### config.mk
export PLATFORM = sky130hd
export DESIGN_NAME = vga_timing_gen_flat
export DESIGN_NICKNAME = d
export VERILOG_FILES = /design/src/rtl/vga_timing_gen_if.sv /design/src/rtl/vga_timing_gen.sv /design/src/flat_wrapper.sv
export SDC_FILE = /design/constraint.sdc
export NUM_CORES = 1
export LEC_CHECK = 0
export ABC_AREA = 1
export CAP_MARGIN = 20
export CORE_MARGIN = 3
export CORE_UTILIZATION = 36
export DETAILED_ROUTE_END_ITERATION = 7
export PLACE_DENSITY = 0.58
export REMOVE_ABC_BUFFERS = 1
export SYNTH_ARGS = -nofsm -noshare
export SYNTH_HDL_FRONTEND = slang
export SYNTH_SLANG_ARGS = --single-unit
### constraint.sdc
create_clock -name clk -period 3.5 [get_ports clk]
set_input_delay 0.525 -clock clk [delete_from_list [all_inputs] [get_ports clk]]
set_output_delay 0.525 -clock clk [all_outputs]
set_load 0.02 [all_outputs]
### src/rtl/vga_timing_gen_if.sv
//-----------------------------------------------------------------------------
// vga_timing_gen_if
// Video-side bundle of the VGA timing / test-pattern generator.
//   master : the generator (drives sync, enable, coordinates, strobes, RGB;
//            receives the pattern select and solid colour)
//   slave  : the consumer (DAC/HDMI pins, later a frame-buffer reader)
// Signals:
//   mode        [1:0]          pattern select: 0 solid, 1 bars, 2 checker, 3 gradient
//   solid_rgb   [3*COLOR_W-1:0] {R,G,B} colour used by the solid pattern
//   hsync/vsync                sync levels (polarity set on the generator)
//   de                         display enable, high during active video
//   x [X_W-1:0], y [Y_W-1:0]   active pixel coordinates, 0 outside active video
//   line_start/frame_start     one-clk strobes on the first active pixel
//   R, G, B [COLOR_W-1:0]      pixel colour, 0 outside active video
//-----------------------------------------------------------------------------
`timescale 1ns/1ps
interface vga_timing_gen_if #(
  parameter int COLOR_W = 8,
  parameter int X_W     = 10,
  parameter int Y_W     = 9
);
  logic [1:0]           mode;
  logic [3*COLOR_W-1:0] solid_rgb;
  logic                 hsync;
  logic                 vsync;
  logic                 de;
  logic [X_W-1:0]       x;
  logic [Y_W-1:0]       y;
  logic                 line_start;
  logic                 frame_start;
  logic [COLOR_W-1:0]   R;
  logic [COLOR_W-1:0]   G;
  logic [COLOR_W-1:0]   B;

  modport master (
    input  mode, solid_rgb,
    output hsync, vsync, de, x, y, line_start, frame_start, R, G, B
  );

  modport slave (
    output mode, solid_rgb,
    input  hsync, vsync, de, x, y, line_start, frame_start, R, G, B
  );
endinterface

### src/rtl/vga_timing_gen.sv
//-----------------------------------------------------------------------------
// vga_timing_gen
// Parametrised VGA timing and test-pattern generator. A clock enable derived
// from clk (one pulse every CLK_DIV cycles) advances the horizontal/vertical
// counters; every output is registered on that enable from the decode of the
// current (pre-increment) counter values, so all outputs lag the counters by
// exactly one pixel tick and stay aligned with each other.
// Ports:
//   clk  system clock
//   rst  asynchronous reset, active-high
//   vif  vga_timing_gen_if.master: mode/solid_rgb in; hsync, vsync, de, x, y,
//        line_start, frame_start, R, G, B out
// Region order on both axes: sync, back porch, active, front porch; counter
// value 0 is the first sync pixel/line.
//-----------------------------------------------------------------------------
`timescale 1ns/1ps
module vga_timing_gen #(
  parameter int H_ACTIVE = 640,
  parameter int H_FP     = 16,
  parameter int H_SYNC   = 96,
  parameter int H_BP     = 48,
  parameter int V_ACTIVE = 480,
  parameter int V_FP     = 10,
  parameter int V_SYNC   = 2,
  parameter int V_BP     = 33,
  parameter int CLK_DIV  = 2,
  parameter bit HS_POL   = 1'b1,
  parameter bit VS_POL   = 1'b1,
  parameter int COLOR_W  = 8,
  parameter int BAR_W    = 80,
  parameter int CHK_LOG2 = 5
) (
  input  logic             clk,
  input  logic             rst,
  vga_timing_gen_if.master vif
);

  localparam int unsigned H_TOTAL = H_SYNC + H_BP + H_ACTIVE + H_FP;
  localparam int unsigned V_TOTAL = V_SYNC + V_BP + V_ACTIVE + V_FP;
  localparam int unsigned H_SYNC_END = H_SYNC;
  localparam int unsigned V_SYNC_END = V_SYNC;
  localparam int unsigned H_START = H_SYNC + H_BP;
  localparam int unsigned V_START = V_SYNC + V_BP;
  localparam int unsigned H_STOP  = H_START + H_ACTIVE;  // first column past active
  localparam int unsigned V_STOP  = V_START + V_ACTIVE;  // first line past active

  localparam int HC_W  = $clog2(H_TOTAL);
  localparam int VC_W  = $clog2(V_TOTAL);
  localparam int X_W   = (H_ACTIVE > 1) ? $clog2(H_ACTIVE) : 1;
  localparam int Y_W   = (V_ACTIVE > 1) ? $clog2(V_ACTIVE) : 1;
  localparam int DIV_W = (CLK_DIV > 1) ? $clog2(CLK_DIV) : 1;
  localparam int BP_W  = (BAR_W > 1) ? $clog2(BAR_W) : 1;
  localparam int RGB_W = 3 * COLOR_W;

  localparam logic [DIV_W-1:0] DIV_LAST = DIV_W'(CLK_DIV - 1);
  localparam logic [HC_W-1:0]  H_LAST   = HC_W'(H_TOTAL - 1);
  localparam logic [VC_W-1:0]  V_LAST   = VC_W'(V_TOTAL - 1);
  localparam logic [BP_W-1:0]  BAR_LAST = BP_W'(BAR_W - 1);

  typedef enum logic [1:0] {
    MODE_SOLID    = 2'd0,
    MODE_BARS     = 2'd1,
    MODE_CHECKER  = 2'd2,
    MODE_GRADIENT = 2'd3
  } mode_e;

  logic [DIV_W-1:0]   div;
  logic               pix_en;
  logic [HC_W-1:0]    hcnt;
  logic [VC_W-1:0]    vcnt;
  logic [COLOR_W-1:0] fcnt;
  logic [BP_W-1:0]    bar_pos;
  logic [2:0]         bar_idx;
  mode_e              shadow_mode;
  logic [RGB_W-1:0]   shadow_rgb;

  // Decode of the current counters
  logic               h_act, v_act, de_d, hs_d, vs_d;
  logic               frame_top, frame_end, chk;
  logic [X_W-1:0]     x_d;
  logic [Y_W-1:0]     y_d;
  logic [2:0]         bar_c;
  logic [RGB_W-1:0]   rgb_d;

  // Registered outputs
  logic               hsync_q, vsync_q, de_q, line_start_q, frame_start_q;
  logic [X_W-1:0]     x_q;
  logic [Y_W-1:0]     y_q;
  logic [RGB_W-1:0]   rgb_q;

  //--------------------------------------------------------------------------
  // Pixel enable: with CLK_DIV=1 DIV_LAST is 0, div never leaves 0 and
  // pix_en is constantly high.
  //--------------------------------------------------------------------------
  // NOTE: state registers use non-blocking (<=) so every flop samples the
  // pre-edge values of the others, independent of process order.
  always_ff @(posedge clk or posedge rst) begin
    if (rst) begin
      div <= '0;
    end else if (div == DIV_LAST) begin
      div <= '0;
    end else begin
      div <= div + DIV_W'(1);
    end
  end

  assign pix_en = (div == DIV_LAST);

  //--------------------------------------------------------------------------
  // Horizontal / vertical counters
  //--------------------------------------------------------------------------
  always_ff @(posedge clk or posedge rst) begin
    if (rst) begin
      hcnt <= '0;
      vcnt <= '0;
    end else if (pix_en) begin
      if (hcnt == H_LAST) begin
        hcnt <= '0;
        vcnt <= (vcnt == V_LAST) ? '0 : vcnt + VC_W'(1);
      end else begin
        hcnt <= hcnt + HC_W'(1);
      end
    end
  end

  assign frame_top = (hcnt == '0) && (vcnt == '0);
  assign frame_end = (hcnt == H_LAST) && (vcnt == V_LAST);

  //--------------------------------------------------------------------------
  // Frame counter (gradient blue) and pattern shadow registers. The shadow
  // loads while the decode sits at (0,0), which is in the sync region, so a
  // new pattern only ever shows from the next frame's first active pixel.
  //--------------------------------------------------------------------------
  always_ff @(posedge clk or posedge rst) begin
    if (rst) begin
      fcnt        <= '0;
      shadow_mode <= MODE_SOLID;
      shadow_rgb  <= '0;
    end else if (pix_en) begin
      if (frame_end) begin
        fcnt <= fcnt + COLOR_W'(1);
      end
      if (frame_top) begin
        shadow_mode <= mode_e'(vif.mode);
        shadow_rgb  <= vif.solid_rgb;
      end
    end
  end

  //--------------------------------------------------------------------------
  // Colour-bar counter: bar_idx/bar_pos always describe the column currently
  // held in hcnt. They are cleared in horizontal blanking, so they read 0 at
  // the first active column, and advance one bar every BAR_W columns with no
  // divider. bar_idx wraps mod 8 by its width.
  //--------------------------------------------------------------------------
  always_ff @(posedge clk or posedge rst) begin
    if (rst) begin
      bar_pos <= '0;
      bar_idx <= '0;
    end else if (pix_en) begin
      if (!h_act) begin
        bar_pos <= '0;
        bar_idx <= '0;
      end else if (bar_pos == BAR_LAST) begin
        bar_pos <= '0;
        bar_idx <= bar_idx + 3'd1;
      end else begin
        bar_pos <= bar_pos + BP_W'(1);
      end
    end
  end

  //--------------------------------------------------------------------------
  // Decode of the current counter position
  //--------------------------------------------------------------------------
  assign h_act = (32'(hcnt) >= H_START) && (32'(hcnt) < H_STOP);
  assign v_act = (32'(vcnt) >= V_START) && (32'(vcnt) < V_STOP);
  assign de_d  = h_act && v_act;
  assign hs_d  = (32'(hcnt) < H_SYNC_END) ? HS_POL : ~HS_POL;
  assign vs_d  = (32'(vcnt) < V_SYNC_END) ? VS_POL : ~VS_POL;
  assign x_d   = de_d ? X_W'(32'(hcnt) - H_START) : '0;
  assign y_d   = de_d ? Y_W'(32'(vcnt) - V_START) : '0;
  assign bar_c = 3'd7 - bar_idx;
  // Bit CHK_LOG2 of x xor y, taken on 32-bit copies so CHK_LOG2 may exceed
  // the coordinate widths (the square then covers the whole axis).
  assign chk   = |(((32'(x_d) ^ 32'(y_d)) >> CHK_LOG2) & 32'd1);

  // NOTE: every variable assigned in always_comb gets a default first, so no
  // path through the block leaves it unassigned and no latch is inferred.
  always_comb begin
    rgb_d = '0;
    case (shadow_mode)
      MODE_SOLID:    rgb_d = shadow_rgb;
      MODE_BARS:     rgb_d = {{COLOR_W{bar_c[2]}}, {COLOR_W{bar_c[1]}},
                              {COLOR_W{bar_c[0]}}};
      MODE_CHECKER:  rgb_d = {RGB_W{chk}};
      MODE_GRADIENT: rgb_d = {COLOR_W'(x_d), COLOR_W'(y_d), fcnt};
      default:       rgb_d = '0;
    endcase
    if (!de_d) begin
      rgb_d = '0;
    end
  end

  //--------------------------------------------------------------------------
  // Output stage: loads only on pix_en; the strobes are cleared on every
  // other edge so they last exactly one clk whatever CLK_DIV is.
  //--------------------------------------------------------------------------
  always_ff @(posedge clk or posedge rst) begin
    if (rst) begin
      hsync_q       <= ~HS_POL;
      vsync_q       <= ~VS_POL;
      de_q          <= 1'b0;
      x_q           <= '0;
      y_q           <= '0;
      rgb_q         <= '0;
      line_start_q  <= 1'b0;
      frame_start_q <= 1'b0;
    end else if (pix_en) begin
      hsync_q       <= hs_d;
      vsync_q       <= vs_d;
      de_q          <= de_d;
      x_q           <= x_d;
      y_q           <= y_d;
      rgb_q         <= rgb_d;
      line_start_q  <= de_d && (x_d == '0);
      frame_start_q <= de_d && (x_d == '0) && (y_d == '0);
    end else begin
      line_start_q  <= 1'b0;
      frame_start_q <= 1'b0;
    end
  end

  assign vif.hsync       = hsync_q;
  assign vif.vsync       = vsync_q;
  assign vif.de          = de_q;
  assign vif.x           = x_q;
  assign vif.y           = y_q;
  assign vif.line_start  = line_start_q;
  assign vif.frame_start = frame_start_q;
  assign vif.R           = rgb_q[RGB_W-1 -: COLOR_W];
  assign vif.G           = rgb_q[2*COLOR_W-1 -: COLOR_W];
  assign vif.B           = rgb_q[COLOR_W-1:0];

endmodule

### src/flat_wrapper.sv
// flat-port wrapper written by rule: the top's interface ports become plain ports
module vga_timing_gen_flat 
#(
  parameter int H_ACTIVE = 640,
  parameter int H_FP     = 16,
  parameter int H_SYNC   = 96,
  parameter int H_BP     = 48,
  parameter int V_ACTIVE = 480,
  parameter int V_FP     = 10,
  parameter int V_SYNC   = 2,
  parameter int V_BP     = 33,
  parameter int CLK_DIV  = 2,
  parameter bit HS_POL   = 1'b1,
  parameter bit VS_POL   = 1'b1,
  parameter int COLOR_W  = 8,
  parameter int BAR_W    = 80,
  parameter int CHK_LOG2 = 5
)
  (clk, rst, vif_mode, vif_solid_rgb, vif_hsync, vif_vsync, vif_de, vif_x, vif_y, vif_line_start, vif_frame_start, vif_R, vif_G, vif_B);
  vga_timing_gen_if #(.COLOR_W(COLOR_W), .X_W(($clog2(H_ACTIVE))), .Y_W(($clog2(V_ACTIVE)))) vif_i ();
  input  logic clk;
  input  logic rst;
  input wire logic [$bits(vif_i.mode)-1:0] vif_mode;
  input wire logic [$bits(vif_i.solid_rgb)-1:0] vif_solid_rgb;
  output wire logic [$bits(vif_i.hsync)-1:0] vif_hsync;
  output wire logic [$bits(vif_i.vsync)-1:0] vif_vsync;
  output wire logic [$bits(vif_i.de)-1:0] vif_de;
  output wire logic [$bits(vif_i.x)-1:0] vif_x;
  output wire logic [$bits(vif_i.y)-1:0] vif_y;
  output wire logic [$bits(vif_i.line_start)-1:0] vif_line_start;
  output wire logic [$bits(vif_i.frame_start)-1:0] vif_frame_start;
  output wire logic [$bits(vif_i.R)-1:0] vif_R;
  output wire logic [$bits(vif_i.G)-1:0] vif_G;
  output wire logic [$bits(vif_i.B)-1:0] vif_B;
  assign vif_i.mode = vif_mode;
  assign vif_i.solid_rgb = vif_solid_rgb;
  assign vif_hsync = vif_i.hsync;
  assign vif_vsync = vif_i.vsync;
  assign vif_de = vif_i.de;
  assign vif_x = vif_i.x;
  assign vif_y = vif_i.y;
  assign vif_line_start = vif_i.line_start;
  assign vif_frame_start = vif_i.frame_start;
  assign vif_R = vif_i.R;
  assign vif_G = vif_i.G;
  assign vif_B = vif_i.B;
  vga_timing_gen #(.H_ACTIVE(H_ACTIVE), .H_FP(H_FP), .H_SYNC(H_SYNC), .H_BP(H_BP), .V_ACTIVE(V_ACTIVE), .V_FP(V_FP), .V_SYNC(V_SYNC), .V_BP(V_BP), .CLK_DIV(CLK_DIV), .HS_POL(HS_POL), .VS_POL(VS_POL), .COLOR_W(COLOR_W), .BAR_W(BAR_W), .CHK_LOG2(CHK_LOG2)) u_core (.clk(clk), .rst(rst), .vif(vif_i));
endmodule
# Yosys cells after proc, flatten, opt, wreduce, memory -nomap -nowiden
# Index checks and enable logic that the tools add are counted.
dict set report op_classes {
  addsub 9
  n_eq_ne 7
  order_cmp 6
  n_reduce_logical 16
  mux 15
  bitwise_logic 1
}
# op n
set ops {}
lappend ops {{$pmux W24 S4} 1}
lappend ops {{$logic_not A10 Y1} 3}
lappend ops {{$mux W10} 3}
lappend ops {{$mux W24} 1}
lappend ops {{$add A10 B1 Y10 const B} 2}
lappend ops {{$eq A10 B10 Y1 const B} 2}
lappend ops {{$lt A10 B10 Y1 const B} 2}
lappend ops {{$mux W7} 2}
lappend ops {{$ge A10 B6 Y1 const B} 1}
lappend ops {{$ge A10 B8 Y1 const B} 1}
lappend ops {{$lt A10 B2 Y1 const B} 1}
lappend ops {{$lt A10 B7 Y1 const B} 1}
lappend ops {{$sub A10 B8 Y10 const B} 1}
lappend ops {{$logic_not A9 Y1} 1}
lappend ops {{$mux W9} 1}
lappend ops {{$sub A9 B6 Y9 const B} 1}
lappend ops {{$add A8 B1 Y8 const B} 1}
lappend ops {{$reduce_and A2 Y1} 4}
lappend ops {{$add A7 B1 Y7 const B} 1}
lappend ops {{$eq A7 B7 Y1 const B} 1}
lappend ops {{$logic_and A1 B1 Y1} 7}
lappend ops {{$mux W3} 2}
lappend ops {{$xor A6 B6 Y6} 1}
lappend ops {{$mux W1} 5}
lappend ops {{7 further kinds} 8}
dict set report word_totals {
  reg_bits 113
  output_inout_bits 48
  inputBits 28
  elab_cells 70
}

# Logic depth before layout (Yosys ltp)
# Gate-level depths: netlist (run 1).
dict set report depth {
  word_depth 8
  ltp_mapped 14
  mapped_depth_nobuf 13
}

# Worst setup path after synthesis (run 1)
# OpenSTA, ideal clock, no wires.
dict set report synth_timing {
  path_type {register -> register}
  startpoint {register u_core.hcnt[4]}
  endpoint {register u_core.rgb_q[0]}
  t_required_ns 3.384
  stages_incl_launch_ff 12
  path_slack_ns 1.622
  setup_ns 0.116
  t_arrival_ns 1.762
  n_path_buf 2
  period_less_slack_ns 1.878
  path_cell_list {dfrtp_1 > inv_1 > ha_1 > a21oi_1 > o21bai_1 > nor2_2 > buf_6 > nand2_4 > buf_4 > nor2_1 > nand2_1 > nand2_1}
}
dict set report synth_between {
  elab_chain_len 7
  elab_cells_between_ends 10
  cone_classes {1 x add/sub; 2 x order compare; 4 x mux; 1 x bitwise; 2 x reduce/logical}
}
# item line
set synth_rtl {}
lappend synth_rtl {{start: declaration} vga_timing_gen.sv:69} ;# logic [HC_W-1:0] hcnt;
lappend synth_rtl {{start signal: assignment} vga_timing_gen.sv:121} ;# hcnt <= hcnt + HC_W'(1);
lappend synth_rtl {{$ge A10 B8 Y1 / $lt A10 B10 Y1 (equally long branches)} vga_timing_gen.sv:176} ;# assign h_act = (32'(hcnt) >= H_START) && (32'(hcnt) < H_STOP);
lappend synth_rtl {{$logic_and A1 B1 Y1} vga_timing_gen.sv:176}
lappend synth_rtl {{$logic_and A1 B1 Y1} vga_timing_gen.sv:178} ;# assign de_d = h_act && v_act;
lappend synth_rtl {{$mux W10 / $mux W9 (equally long branches)} {vga_timing_gen.sv:181, vga_timing_gen.sv:182}}
lappend synth_rtl {{$xor A6 B6 Y6} vga_timing_gen.sv:186} ;# assign chk = |(((32'(x_d) ^ 32'(y_d)) >> CHK_LOG2) & 32'd1);
lappend synth_rtl {{$pmux W24 S4} vga_timing_gen.sv:192} ;# case (shadow_mode)
lappend synth_rtl {{$mux W24 (*)} vga_timing_gen.sv:200} ;# if (!de_d) begin
lappend synth_rtl {{end signal: assignment} vga_timing_gen.sv:225} ;# rgb_q <= rgb_d;
lappend synth_rtl {{end: declaration} vga_timing_gen.sv:89} ;# logic [RGB_W-1:0] rgb_q;
# Mark *: on every way between the ends. The rest lies on a longest branch, timed or not.
# A chain may end at the register's enable or synchronous reset.

# Final worst setup path (run 1)
dict set report layout_timing {
  startpoint {register u_core.hcnt[4]}
  endpoint {register u_core.rgb_q[6]}
}
# The elaborated chain is that of the path after synthesis.

==> qor.txt, run 1 <==
CLOCK NETWORK
-----------------------------------------------------------------------------
Hold buffer count at CTS                                                    0
Clock-pin slew on the worst setup and hold paths                      0.05 ns
Number of CTS-inserted buffers                                             17
Clock insertion delay at the later pin of the skew report             0.41 ns
Setup repair bufs after CTS                                                 0
CTS Root Cell                                                       clkbuf_16
TritonCTS clock tree                                                    built
Number of H-tree levels                                                     4
Number of clock sinks                                                     113
Number of gates given a new drive strength after cts                        0
CTS max path bufs                                                           2

WORST SETUP PATH
-----------------------------------------------------------------------------
R2R Path End                                                     u_core.rgb_q[6]
R2R depth                                                                  13
Type of the worst setup path                                     flop to flop
Max Fanout on Critical Path                                                24
Worst EP required                                                     3.85 ns
Category of the worst setup path launch point                            flop
R2R setup slack                                                       0.89 ns
Arr. time, crit path                                                  2.95 ns
R2r startpoint                                                   u_core.hcnt[4]
Crit. End Element                                                        flop

DIE
-----------------------------------------------------------------------------
Die boundary width                                                     133 um
Number of cell rows                                                        45
Count of pins on the block boundary                                        76
Effective utilization at floorplan                                      37.6%
Standard cell core area                                          0.0155 sq mm
Floorplan die height                                                   133 um
DIE AREA                                                         0.0178 sq mm

SYNTHESIS
-----------------------------------------------------------------------------
Largest area contributor in the synthesized netlist                   dfrtp_1
Number of storage elements in the synthesis netlist                       113
Seq/Total Area, Yosys                                                   48.4%
Area share of the largest cell type after synthesis                     48.4%
Netlist area before placement                                    0.00584 sq mm
Average size of a mapped cell                                      8.19 sq um
Largest cells by area after synthesis                            dfrtp_1, nand2_1, mux2_2
Yosys cell types                                                           32
Synth Warn #                                                                0
Number of instances in the synthesized netlist                            713

FLOW RUN
-----------------------------------------------------------------------------
Max-cap violations                                                          0

MIN PATH
-----------------------------------------------------------------------------
Worst Hold Endpoint                                              u_core.rgb_q[7]
Worst Min Path Start                                             u_core.rgb_q[7]
Path category of the worst min-delay check                       flop to flop
Cell count of the worst hold path                                           2

POWER
-----------------------------------------------------------------------------
Power Internal                                                        2520 uW
Reported leakage power                                             0.00363 uW
Power per unit of standard cell area                              435 mW/mm^2
Logic gate share of total power                                          3.7%
Fraction of power spent switching nets                                  20.9%
Peak supply drop                                                   0.000310 V
Power spent charging and discharging nets                              666 uW
Part of the power in the clock network                                  54.5%
Sequential Power Share                                                  41.8%

STA
-----------------------------------------------------------------------------
RSZ-0062 raised after global routing                                    false
Final Hold Violating Endpoints                                              0
Worst path setup slack after routing                                 0.895 ns
Total count of max-transition violations in the final report                0
Number of setup violations in the final report                              0
Accumulated negative setup slack                                         0 ns
Slew at the pin with the worst max-slew slack                        0.731 ns
Fin crit share                                                          74.4%
Worst clock skew                                                   0.00858 ns
Fmax                                                                  384 MHz
Slew margin rel.                                                        51.2%
Time the final worst path needs with I/O delays and setup             2.61 ns

PLACE
-----------------------------------------------------------------------------
Global placement routability congestion                                 0.901
HPWL Detailed                                                        10100 um
Pre-CTS worst setup slack                                            0.964 ns
Port bufs                                                                  75
Cell count after placement                                                975

GLOBAL ROUTING
-----------------------------------------------------------------------------
First-pass GRT wire length                                           24900 um
All-Layer GR Usage                                                      17.4%
Number of global-route vias before repair                                5104
Total gr overflow                                                           0
Initial antenna violation count                                             0
Pin count of the biggest net entering global routing                       69

LAYOUT
-----------------------------------------------------------------------------
Combined area of the multi-input logic cells                     0.00256 sq mm
Final net count                                                           822
Layout-stage area growth over the synthesis result                      25.6%
Share of cells above drive strength 1                                   10.2%
Area taken by flip-flops and latches                             0.00283 sq mm
Number of standard cells in the final layout excluding fillers           1007
Fill cell total of the finished layout                                   1562
Ant. Diodes                                                                 0

RUN STATUS
-----------------------------------------------------------------------------
Run status                                                       finished, final reports clean

DETAILED ROUTING
-----------------------------------------------------------------------------
Violation count after the first detailed-route iteration                  245
Via total after detailed routing                                         4993
Sum of routed wire length over all layers                            14800 um
Remaining design rule violation count                                       0
Detailed-router iteration count before antenna repair                       4
Routed WL per cell                                                    14.7 um
Vias per Instance                                                        4.96
Post-route antenna net violation count                                      0

==> flip-flops by register name, indices dropped and copies added (netlist names), 2 cells and up <==
register,flops
u_core.fcnt,8
u_core.vif.y,9
u_core.rgb_q,24
u_core.bar_idx,3
u_core.vif.x,10
u_core.hcnt,10
u_core.bar_pos,7
u_core.shadow_rgb,24
u_core.vcnt,10
u_core.shadow_mode,2
==> cells by family (layout without fill, tap and decap cells) <==
logic type / count (synthesis) / in the layout / synth area share, %
DFF: 113 / 113 / 48.4
AOI/OAI and AO/OA: 56 / 56 / 5.34
muxes: 26 / 26 / 5.01
adders and majority gates: 11 / 11 / 2.36
xor gates and xnor gates: 22 / 22 / 3.30
buffers and inverters: 103 / 186 / 7.73
and+or+nand+nor: 382 / 382 / 27.8
==> per-layer routing <==
layer / track usage (%) / wire length, um / vias up
li1: - / - / 2423
met1: 21.1 / 6650 / 2420
met2: 29.9 / 7330 / 129
met3: 4.12 / 562 / 21
met4: 6.91 / 226 / 0
met5: 0 / 0 / -
==> worst max path at each step <==
stage	startpoint	endpoint	slack, ns	cells after the start
floorplan	rst	u_core.bar_idx[0]	-0.01	1
global placement	u_core.hcnt[4]	u_core.shadow_mode[0]	1.04	6
detailed placement	u_core.hcnt[4]	u_core.rgb_q[0]	0.96	13
CTS	u_core.hcnt[4]	u_core.rgb_q[0]	0.91	13
global route	u_core.hcnt[4]	u_core.rgb_q[6]	0.63	13
finish	u_core.hcnt[4]	u_core.rgb_q[6]	0.89	13
==> power by group through the flow <==
stage	sequential [uW]	combinational (uW)	clock, uW
after floorplan	1360	59.9	0
after global placement	1350	120	0
after detailed placement	1350	122	0
after CTS	1330	122	1780
after global routing	1330	135	1840
final	1330	118	1740
==> synth_stat cells <==
master,instances
nand2_1,209
dfrtp_1,113
inv_1,70
nor2_1,63
nand3_1,50
nor3_1,39
mux2_2,26
o21ai_0,24
xor2_1,17
a21oi_1,15
clkbuf_1,15
ha_1,11
nor2_2,7
o31ai_1,7
buf_6,6
o21ai_1,5
xnor2_1,5
buf_2,4
buf_4,4
nor4_1,4
inv_2,3
nand3_2,3
nand4_1,3
o41ai_1,2
buf_1,1
nand2_2,1
nand2_4,1
nor2_4,1
nor4_2,1
o21a_1,1
o21bai_1,1
o22ai_1,1
==> cells in the final DEF (no fill, tap or decap), drive strengths merged, types with 2 or more instances in the layout <==
cell / count
clkinv: 7
clkdlybuf4s50: 75
dfrtp: 113
nand4: 3
o31ai: 7
ha: 11
xnor2: 5
nor3: 39
clkbuf: 21
bufinv: 3
nor2: 71
buf: 6
o41ai: 2
inv: 73
o21ai: 29
a21oi: 15
nand3: 53
mux2: 26
nor4: 5
nand2: 211
xor2: 17
==> metrics by stage <==
stage	total power, uW	instance area, sq um	hold WS [ns]	util, %
finish	3190	7330	0.478	47.2
detailed placement	1480	6740	0.465	43.3
global placement	1470	6740	0.464	43.3
floorplan	1420	5660	0.446	-
CTS	3240	7330	0.482	47.2
global route	3310	7330	0.507	47.2
==> layout make-up <==
type                    instances  share of cell area [%]
well taps                     211                    3.60
repair buffers                 81                    11.0
flip-flops and latches        113                    38.6
inverters                      73                    3.77
clock buffers                  21                    6.28
clock inverters                11                    1.86
multi-input cells             497                    34.9
==> critical path, cell delays in order (launching register included) <==
cell	delay (ns)
dfrtp_1	0.45
inv_1	0.19
ha_1	0.29
nand2_1	0.09
nand2_1	0.08
nand2_1	0.11
nor2_1	0.09
nor2_4	0.19
nand3_1	0.17
nand2_1	0.13
nand3_2	0.41
nand2_1	0.21
nand2_1	0.07
nand2_1	0.06
Power figures use the tool's default switching activity.
==> run 2, diff against run 1 <==
--- a/config.mk
+++ b/config.mk
@@ -10,7 +10,7 @@
 export CORE_MARGIN = 3
 export CORE_UTILIZATION = 36
 export DETAILED_ROUTE_END_ITERATION = 7
-export PLACE_DENSITY = 0.58
+export PLACE_DENSITY = 0.56
 export REMOVE_ABC_BUFFERS = 1
 export SYNTH_ARGS = -nofsm -noshare
 export SYNTH_HDL_FRONTEND = slang
==> constraint.sdc (replaced) <==
create_clock -name clk -period 2.4 [get_ports clk]
set_input_delay 0.36 -clock clk [delete_from_list [all_inputs] [get_ports clk]]
set_output_delay 0.36 -clock clk [all_outputs]
set_load 0.02 [all_outputs]
==> run 2 against run 1 <==
Effect of this change: die area unchanged; critical path depth unchanged; wire length up 0.57%; count of clock-buffer cells in the layout up 1; clock power up 55%; sequential power up 46%; first-iteration DRC count down 3.7%; design area up 2.5%; core utilization up 1.2 points.
==> qor.txt, run 2 (synthesis gave the netlist of run 1 again) <==
RUN STATUS
-----------------------------------------------------------------------------
Run status                                                       finished, final reports clean

CLOCK NETWORK
-----------------------------------------------------------------------------
Clock-pin slew on the worst setup and hold paths                      0.05 ns   about the same
Setup repair bufs after CTS                                                 0   unchanged
Number of gates given a new drive strength after cts                        0   unchanged
Number of CTS-inserted buffers                                             17   unchanged
Hold buffer count at CTS                                                    0   unchanged
Number of clock sinks                                                     113   unchanged
Number of H-tree levels                                                     4   unchanged
TritonCTS clock tree                                                    built
Clock insertion delay at the later pin of the skew report             0.42 ns   about the same
CTS Root Cell                                                       clkbuf_16
CTS max path bufs                                                           2   unchanged

POWER
-----------------------------------------------------------------------------
Design Power                                                          4810 uW   +51%
Power per unit of standard cell area                              639 mW/mm^2   +47%
Reported leakage power                                             0.00374 uW   +3.1%
Peak supply drop                                                   0.000457 V   +47%

LAYOUT
-----------------------------------------------------------------------------
Post-layout utilization of the core                                     48.4%   +1.2 points
Largest registers in the final layout                            u_core.rgb_q x24, u_core.shadow_rgb x24
Number of standard cells in the final layout excluding fillers           1024   +1.7%
Layout-stage area growth over the synthesis result                      28.8%
Share of cells above drive strength 1                                   12.1%   +1.9 points
Final net count                                                           839   +2.1%
Commonest non-fill, non-tap cell in the layout                        nand2_1
Fill cell total of the finished layout                                   1536   -1.7%
Highest-count cells in the layout ignoring fill and taps         nand2_1, dfrtp_1, clkdlybuf4s50_1
Ant. Diodes                                                                 0   unchanged

WORST SETUP PATH
-----------------------------------------------------------------------------
Most used cell, CP                                                    nand2_1
R2R setup slack                                                       0.28 ns   -0.62 ns
Type of the worst setup path                                     flop to flop
Master of the slowest instance on the critical path                   dfrtp_1
R2r startpoint                                                   u_core.hcnt[5]
Cells traversed along the worst timing path                      inv_1 -> ha_1 -> nand2_1 -> nand2_1 -> nand2_1 -> o21bai_1 -> nor2_2 -> buf_4 -> nand2_4 -> buf_12 -> nor2_1 -> nand2_1 -> nand2_1
Worst EP required                                                     2.70 ns   -1.15 ns
Arr. time, crit path                                                  2.42 ns   -0.53 ns
Delay of the slowest cell on the worst path                           0.39 ns   -0.06 ns
Dominant delay contributor by cell family on the critical path   simple AND/OR/NAND/NOR gates
Number of buffers and inverters on the critical path                        3   +2
R2R Path End                                                     u_core.rgb_q[14]
Category of the worst setup path launch point                            flop
R2R depth                                                                  13   unchanged
Max Fanout on Critical Path                                                25   +4.2%
Crit. End Element                                                        flop

STA
-----------------------------------------------------------------------------
Slew at the pin with the worst max-slew slack                        0.696 ns   -0.0348 ns
Total count of max-transition violations in the final report                0   unchanged
Time the final worst path needs with I/O delays and setup             2.12 ns   -0.485 ns
Number of setup violations in the final report                              0   unchanged
Final Hold Violating Endpoints                                              0   unchanged
Slew margin rel.                                                        53.5%   +2.3 points
Worst path setup slack after routing                                 0.280 ns   -0.615 ns
Worst clock skew                                                   0.00586 ns   -0.00272 ns
Worst Hold Margin                                                    0.357 ns   -0.121 ns
Fin crit share                                                          88.3%   +14 points
Fmax                                                                  472 MHz   +23%
RSZ-0062 raised after global routing                                    false

DIE
-----------------------------------------------------------------------------
Die boundary width                                                     133 um   unchanged
Count of pins on the block boundary                                        76   unchanged
Standard cell core area                                          0.0155 sq mm   unchanged
Effective utilization at floorplan                                      37.6%   unchanged
Number of cell rows                                                        45   unchanged
Floorplan die height                                                   133 um   unchanged
DIE AREA                                                         0.0178 sq mm   unchanged

DETAILED ROUTING
-----------------------------------------------------------------------------
Routed WL per cell                                                    14.5 um   -1.1%
Violation count after the first detailed-route iteration                  236   -3.7%
Sum of routed wire length over all layers                            14900 um   +0.57%
Vias per Instance                                                        4.83   -2.7%
Remaining design rule violation count                                       0   unchanged
Post-route antenna net violation count                                      0   unchanged
Detailed-router iteration count before antenna repair                       4   unchanged
Via total after detailed routing                                         4942   -1.0%

GLOBAL ROUTING
-----------------------------------------------------------------------------
Pin count of the biggest net entering global routing                       43   -38%
All-Layer GR Usage                                                      17.6%   +0.22 points
Number of global-route vias before repair                                5181   +1.5%
Total gr overflow                                                           0   unchanged
Initial antenna violation count                                             0   unchanged
First-pass GRT wire length                                           25100 um   +0.66%

PLACE
-----------------------------------------------------------------------------
Cell count after placement                                                992   +1.7%
Pre-CTS worst setup slack                                            0.332 ns   -0.632 ns
Port bufs                                                                  75   unchanged
HPWL Detailed                                                        10700 um   +5.6%
Global placement routability congestion                                 0.928   +3.1%

MIN PATH
-----------------------------------------------------------------------------
Path category of the worst min-delay check                       input pin to async pin

FLOW RUN
-----------------------------------------------------------------------------
Max-cap violations                                                          0   unchanged

-- run 2: cell types whose count changed in the layout (fill, tap and decap cells not counted) --
| cell | change |
|---|---|
| buf_4 | +15 |
| clkinv_2 | -2 |
| clkbuf_8 | +1 |
| buf_12 | +2 |
| bufinv_16 | +1 |
-- run 2: worst max path at each step --
| stage | endpoint | depth (start not counted) | startpoint |
|---|---|---|---|
| after CTS | u_core.rgb_q[14] | 13 | u_core.hcnt[5] |
| after global routing | u_core.rgb_q[2] | 13 | u_core.hcnt[5] |
| after detailed placement | u_core.rgb_q[14] | 13 | u_core.hcnt[5] |
| final | u_core.rgb_q[14] | 13 | u_core.hcnt[5] |
| after global placement | u_core.fcnt[7] | 9 | u_core.hcnt[0] |
| after floorplan | u_core.bar_idx[0] | 1 | rst |
-- run 2: layout make-up --
cell class,count,area [sq um],area share [%]
Multi-Input combinational cell,497,2560,34.0
Clock inverter,10,156,2.08
Timing Repair Buffer,98,961,12.8
Tap cell,211,264,3.51
Clock buffer,22,474,6.31
Sequential cell,113,2830,37.6
Inverter,73,277,3.68
-- run 2: worst register-to-register path, delay by kind of cell, from the launching register on --
family                     cells  cell delay [ns]
adders and majority gates      1             0.24
buffers and inverters          3             0.54
and+or+nand+nor                8             0.63
DFF                            1             0.39
AOI/OAI and AO/OA              1             0.22
-- run 2: layer usage --
| layer | share of wire (%) | up-vias | GRT usage [%] |
|---|---|---|---|
| li1 | - | 2467 | - |
| met1 | 45 | 2335 | 21.7 |
| met2 | 49 | 113 | 30.0 |
| met3 | 4.0 | 27 | 4.27 |
| met4 | 1.8 | 0 | 6.57 |
| met5 | 0 | - | 0 |
-- run 2: metrics by stage --
step,area (sq um),TNS [ns]
after global placement,6890,0
after detailed placement,6890,0
after floorplan,5660,-107.95
after global routing,7520,0
after CTS,7520,0
final,7520,0
-- run 2: report_power, final --
| group | switching, uW | internal, uW |
|---|---|---|
| Sequential | 13.0 | 1930 |
| Clock | 875 | 1810 |
| Combinational | 96.9 | 79.8 |
